### src/rtl/free_reg_release_buffer.sv
// Purpose : buffers up to two freed physical register tags per cycle from commit and drains them in order, one per cycle, into the free list.
// Latency : a tag written in cycle N is presented on push_data no earlier than cycle N+1, because there is no same-cycle bypass.
// Backpressure: rel_ready falls once occupancy reaches DEPTH-1; the buffer holds its contents while fl_ready is low.
//
// Ports:
//   clk, rst               clock and synchronous active-high reset
//   rel_valid_1/rel_preg_1 commit slot 1 release (slot 1 is always ordered before slot 2)
//   rel_valid_2/rel_preg_2 commit slot 2 release
//   rel_ready              room for two tags this cycle (depends only on cnt)
//   push/push_data/fl_ready single-entry push channel to free_list
//   occupancy/empty        current entry count and empty flag
module free_reg_release_buffer #(
    parameter int DATA_WIDTH = 7,
    parameter int DEPTH      = 16,
    parameter int CNT_W      = $clog2(DEPTH) + 1
) (
    input  logic                  clk,
    input  logic                  rst,
    input  logic                  rel_valid_1,
    input  logic [DATA_WIDTH-1:0] rel_preg_1,
    input  logic                  rel_valid_2,
    input  logic [DATA_WIDTH-1:0] rel_preg_2,
    output logic                  rel_ready,
    output logic [DATA_WIDTH-1:0] push_data,
    output logic                  push,
    input  logic                  fl_ready,
    output logic [CNT_W-1:0]      occupancy,
    output logic                  empty
);
    localparam int PTR_W = $clog2(DEPTH);

    logic [DATA_WIDTH-1:0] r_mem [DEPTH];
    logic [PTR_W-1:0]      r_wr_ptr;
    logic [PTR_W-1:0]      r_rd_ptr;
    logic [CNT_W-1:0]      r_cnt;

    logic                  w_acc_1;
    logic                  w_acc_2;
    logic                  w_pop;
    logic [1:0]            w_n_in;
    logic [PTR_W-1:0]      w_wr_ptr_p1;
    logic [PTR_W-1:0]      w_slot2_ptr;

    assign empty     = (r_cnt == '0);
    assign occupancy = r_cnt;
    // Two free slots are required so that a dual release can never overflow.
    assign rel_ready = (r_cnt <= CNT_W'(DEPTH - 2));
    assign push      = ~empty & fl_ready;
    assign w_pop     = push;
    assign push_data = empty ? '0 : r_mem[r_rd_ptr];

    assign w_acc_1     = rel_ready & rel_valid_1;
    assign w_acc_2     = rel_ready & rel_valid_2;
    assign w_n_in      = {1'b0, w_acc_1} + {1'b0, w_acc_2};
    assign w_wr_ptr_p1 = r_wr_ptr + PTR_W'(1);
    // Slot 2 lands behind slot 1 when both fire, otherwise at the write pointer itself.
    assign w_slot2_ptr = w_acc_1 ? w_wr_ptr_p1 : r_wr_ptr;

    // Storage array is intentionally not reset; only the pointers define validity.
    always_ff @(posedge clk) begin
        if (!rst) begin
            if (w_acc_1) r_mem[r_wr_ptr]    <= rel_preg_1;
            if (w_acc_2) r_mem[w_slot2_ptr] <= rel_preg_2;
        end
    end

    always_ff @(posedge clk) begin
        if (rst) begin
            r_wr_ptr <= '0;
            r_rd_ptr <= '0;
            r_cnt    <= '0;
        end else begin
            r_wr_ptr <= r_wr_ptr + PTR_W'(w_n_in);
            if (w_pop) r_rd_ptr <= r_rd_ptr + PTR_W'(1);
            r_cnt    <= r_cnt + CNT_W'(w_n_in) - CNT_W'(w_pop);
        end
    end

    a_rel_on_full: assert property (@(posedge clk) disable iff (rst)
        (rel_valid_1 | rel_valid_2) |-> rel_ready)
        else $fatal(1, "Release on full!");

    a_cnt_max: assert property (@(posedge clk) r_cnt <= CNT_W'(DEPTH));

    a_push_rdy: assert property (@(posedge clk) push |-> fl_ready);

    a_no_underflow: assert property (@(posedge clk) w_pop |-> !empty);

endmodule

### config.mk
export PLATFORM = sky130hd
export DESIGN_NAME = free_reg_release_buffer
export DESIGN_NICKNAME = d
export VERILOG_FILES = /design/src/rtl/free_reg_release_buffer.sv
export SDC_FILE = /design/constraint.sdc
export NUM_CORES = 1
export LEC_CHECK = 0
export ABC_AREA = 1
export CAP_MARGIN = 0
export CORE_ASPECT_RATIO = 1.25
export CORE_MARGIN = 4
export CORE_UTILIZATION = 45
export CTS_CLUSTER_SIZE = 30
export DETAILED_ROUTE_END_ITERATION = 10
export GPL_TIMING_DRIVEN = 0
export SLEW_MARGIN = 30
export SYNTH_ARGS = -nofsm -noshare
export SYNTH_HDL_FRONTEND = slang
export SYNTH_SLANG_ARGS = --single-unit
### constraint.sdc
create_clock -name clk -period 4 [get_ports clk]
set_clock_uncertainty 0.05 [all_clocks]
set_input_delay 0.8 -clock clk [delete_from_list [all_inputs] [get_ports clk]]
set_output_delay 0.8 -clock clk [all_outputs]
set_load 0.02 [all_outputs]
==> flow_summary_export.csv <==
group,metric,value,unit
logic_synthesis,ys_ff_latch,129,
floorplan,die_x,124,um
sta,fin_setup_tns,0,ns
grt,grt_max_degree,17,
worst_setup_path,end_kind,"output pin",
job,max-cap-violations,0,
cts,tritoncts,"built",
sta,setup_violations,0,
final_layout,diodes,0,
cts,clk_pin_slew_worst_paths,0.06,ns
logic_synthesis,yosysUniqueCellTypes,32,
final_layout,seq_area,3700,um2
final_layout,drive_above_1_share,0.113,
worst_setup_path,r2r-end,"occupancy[4]$_SDFF_PP0_",
hold_path,hp-class,"reg2reg",
final_layout,final_common_cell,"nand2_1",
routing,num_vias,6728,
hold_path,min-delay-start,"r_rd_ptr[3]$_SDFFE_PP0P_",
final_layout,fin_cells,1174,
sta,rsz0062_at_grt,"false",
final_layout,fin_area,8570,um2
cts,cts.sinks,129,
floorplan,initial_core_util,0.464,
sta,slew_viol_final,0,
grt,grt_overflow,0,
sta,period_needed,3.90,ns
placement,dpl-instance-area,8020,um2
logic_synthesis,yosys_warnings,0,
grt,grt_pass1_wl,38300,um
sta,whs,0.422,ns
logic_synthesis,synthCells,910,
cts,cts_max_level,4,
cts,insertion_delay,0.43,ns
floorplan,dieArea,19000,um2
outcome,run_status,"finished, final reports clean",
final_layout,fillers,1581,
placement,port_buffers,18,
cts,cts_hold_repair.buffers,0,
logic_synthesis,synth_nets,948,
hold_path,holdPathStages,2,
final_layout,area_growth,13.2,%
cts,post_cts_buffers,0,
logic_synthesis,avgSynthCellArea,8.32,um2
routing,drc_errors,0,
routing,first_pass_iters,5,
hold_path,holdPathEnd,"r_rd_ptr[3]$_SDFFE_PP0P_",
floorplan,ios,34,
logic_synthesis,synth_seq_area_share,0.489,
pwr,p_per_area,588,nW/um2
final_layout,final_cell_mix,"nand2_1 (290), edfxtp_1 (112), nor2_1 (94), o21ai_0 (73), nand4_1 (47)",
floorplan,die_height,153,um
placement,routabilityCongestion,0.938,
grt,antenna_found_initial,0,
placement,dp_hpwl,18200,um
sta,slew_headroom,0.321,
grt,groute.usage.overall,0.279,
worst_setup_path,startpoint_type,"flip-flop",
worst_setup_path,reg2regPathDepth,17,
cts,root_buffer,"clkbuf_16",
routing,ant_nets,0,
routing,drtIter0Drc,560,
placement,dp.cells,1144,
sta,hold_viol_final,0,
sta,min_period_over_period,0.975,
routing,via_per_inst,5.73,
logic_synthesis,synth_area,7570,um2
worst_setup_path,critPathMaxFanout,10,
sta,worstMarginPinSlew,1.02,ns
final_layout,multi_input_area,3380,um2
worst_setup_path,crit_arrival,3.05,ns
pwr,peakVddDrop,0.000391,V
floorplan,placementRows,52,
worst_setup_path,r2r_start,"occupancy[4]$_SDFF_PP0_",
worst_setup_path,ff2ff_setup_slack,0.77,ns
worst_setup_path,critPathKind,"reg2out",
routing,routedWlPerCell,21.8,um
worst_setup_path,cp.required,3.15,ns
routing,routed_wl,25600,um
grt,grt_pass1_vias,6555,
sta,max_freq,0.256,GHz
pwr,leakage,3.45,nW
final_layout,nets,984,
floorplan,core_area,16300,um2
cts,clockBufferDepth,2,
cts,numCtsBuffers,17,
[layer usage]
metal,routed length [um],track usage,share of wire,up-vias
met2,12100,0.440,0.47,358
li1,-,-,-,3168
met1,9840,0.364,0.39,3122
met4,1180,0.135,0.046,0
met3,2440,0.0555,0.096,80
met5,0,0,0,-
[cells by family (layout without fill, tap and decap cells)]
group                      Yosys count  count (layout)  share of synthesized area
xor gates and xnor gates             1               1                    0.00116
buffers and inverters              110             158                     0.0643
AOI/OAI and AO/OA                  135             135                      0.100
and+or+nand+nor                    516             516                      0.312
DFF                                129             129                      0.489
adders and majority gates           19              19                     0.0334
[sequential cells by signal, summed over array words and instances, names as in the netlist, named ones only]
register	flops
occupancy	5
r_rd_ptr	4
r_mem	112
r_wr_ptr	4
[layout make-up]
type                    instances  area share
plain buffers                  66      0.0381
clock buffers                  17      0.0496
clock inverters                14      0.0139
inverters                      43      0.0194
multi-input cells             671       0.394
flip-flops and latches        129       0.432
well taps                     216      0.0315
repair buffers                 18      0.0210
[stage by stage]
stage	worst slack [ns]	total power [mW]	util
final	0.0985	5.04	0.525
after global routing	0.00702	5.30	0.525
after CTS	0.0344	5.02	0.525
after detailed placement	0.259	3.59	0.491
after global placement	0.222	3.58	0.491
after floorplan	0.819	2.87	-
[how the worst max path moves through the flow]
| stage | end | slack [ns] | cells past startpoint |
|---|---|---|---|
| final | push_data[2] | 0.1 | 7 |
| after global routing | push_data[4] | 0.007 | 7 |
| after CTS | push_data[4] | 0.03 | 7 |
| after detailed placement | push_data[2] | 0.26 | 7 |
| after global placement | push_data[2] | 0.22 | 7 |
| after floorplan | occupancy[4]$_SDFF_PP0_ | 0.82 | 17 |
[Yosys cell counts]
cell type	count	area share
nand4_2	1	0.0017
buf_2	10	0.0066
o221ai_1	4	0.0046
inv_4	2	0.0017
nor2_1	94	0.047
xor2_1	1	0.0012
nand4_1	47	0.039
o21ai_1	2	0.0013
buf_6	5	0.0074
inv_1	34	0.017
nand2_1	290	0.14
nor2_8	1	0.0026
o31ai_1	1	0.00099
nand3_2	9	0.012
ha_1	17	0.028
o211ai_1	24	0.024
nand2_4	7	0.010
nor2_2	2	0.0017
clkbuf_1	31	0.015
inv_2	4	0.0020
fa_1	2	0.0053
clkinv_1	3	0.0015
nand2_2	10	0.0083
edfxtp_1	112	0.44
a21oi_1	15	0.0099
dfxtp_1	17	0.045
nand3_1	43	0.028
buf_4	5	0.0050
a21oi_2	1	0.0012
o21ai_0	88	0.058
buf_1	16	0.0079
nor2_4	12	0.018
[where the power goes]
group | leakage (nW) | switching, mW | total [mW] | internal, mW
clock | 0.268 | 0.599 | 1.44 | 0.846
sequential | 1.15 | 0.0685 | 1.65 | 1.58
combinational | 2.03 | 1.38 | 1.95 | 0.573
total | 3.45 | 2.04 | 5.04 | 3.00
[what timing repair did]
| action | 4_1_cts | 5_1_grt |
|---|---|---|
| resized for setup | 5 | 7 |
| endpoints found under the setup margin | 6 | 4 |
| hold endpoints to repair | 0 | 0 |
[critical path: stages (launching register included)]
cell and delay (ns):
dfxtp_1 0.38, buf_2 0.31, buf_2 0.37, o21ai_0 0.14, o21ai_0 0.35, o211ai_1 0.23
a21oi_1 0.21, clkdlybuf4s50_1 0.62
Power figures use the tool's default switching activity.
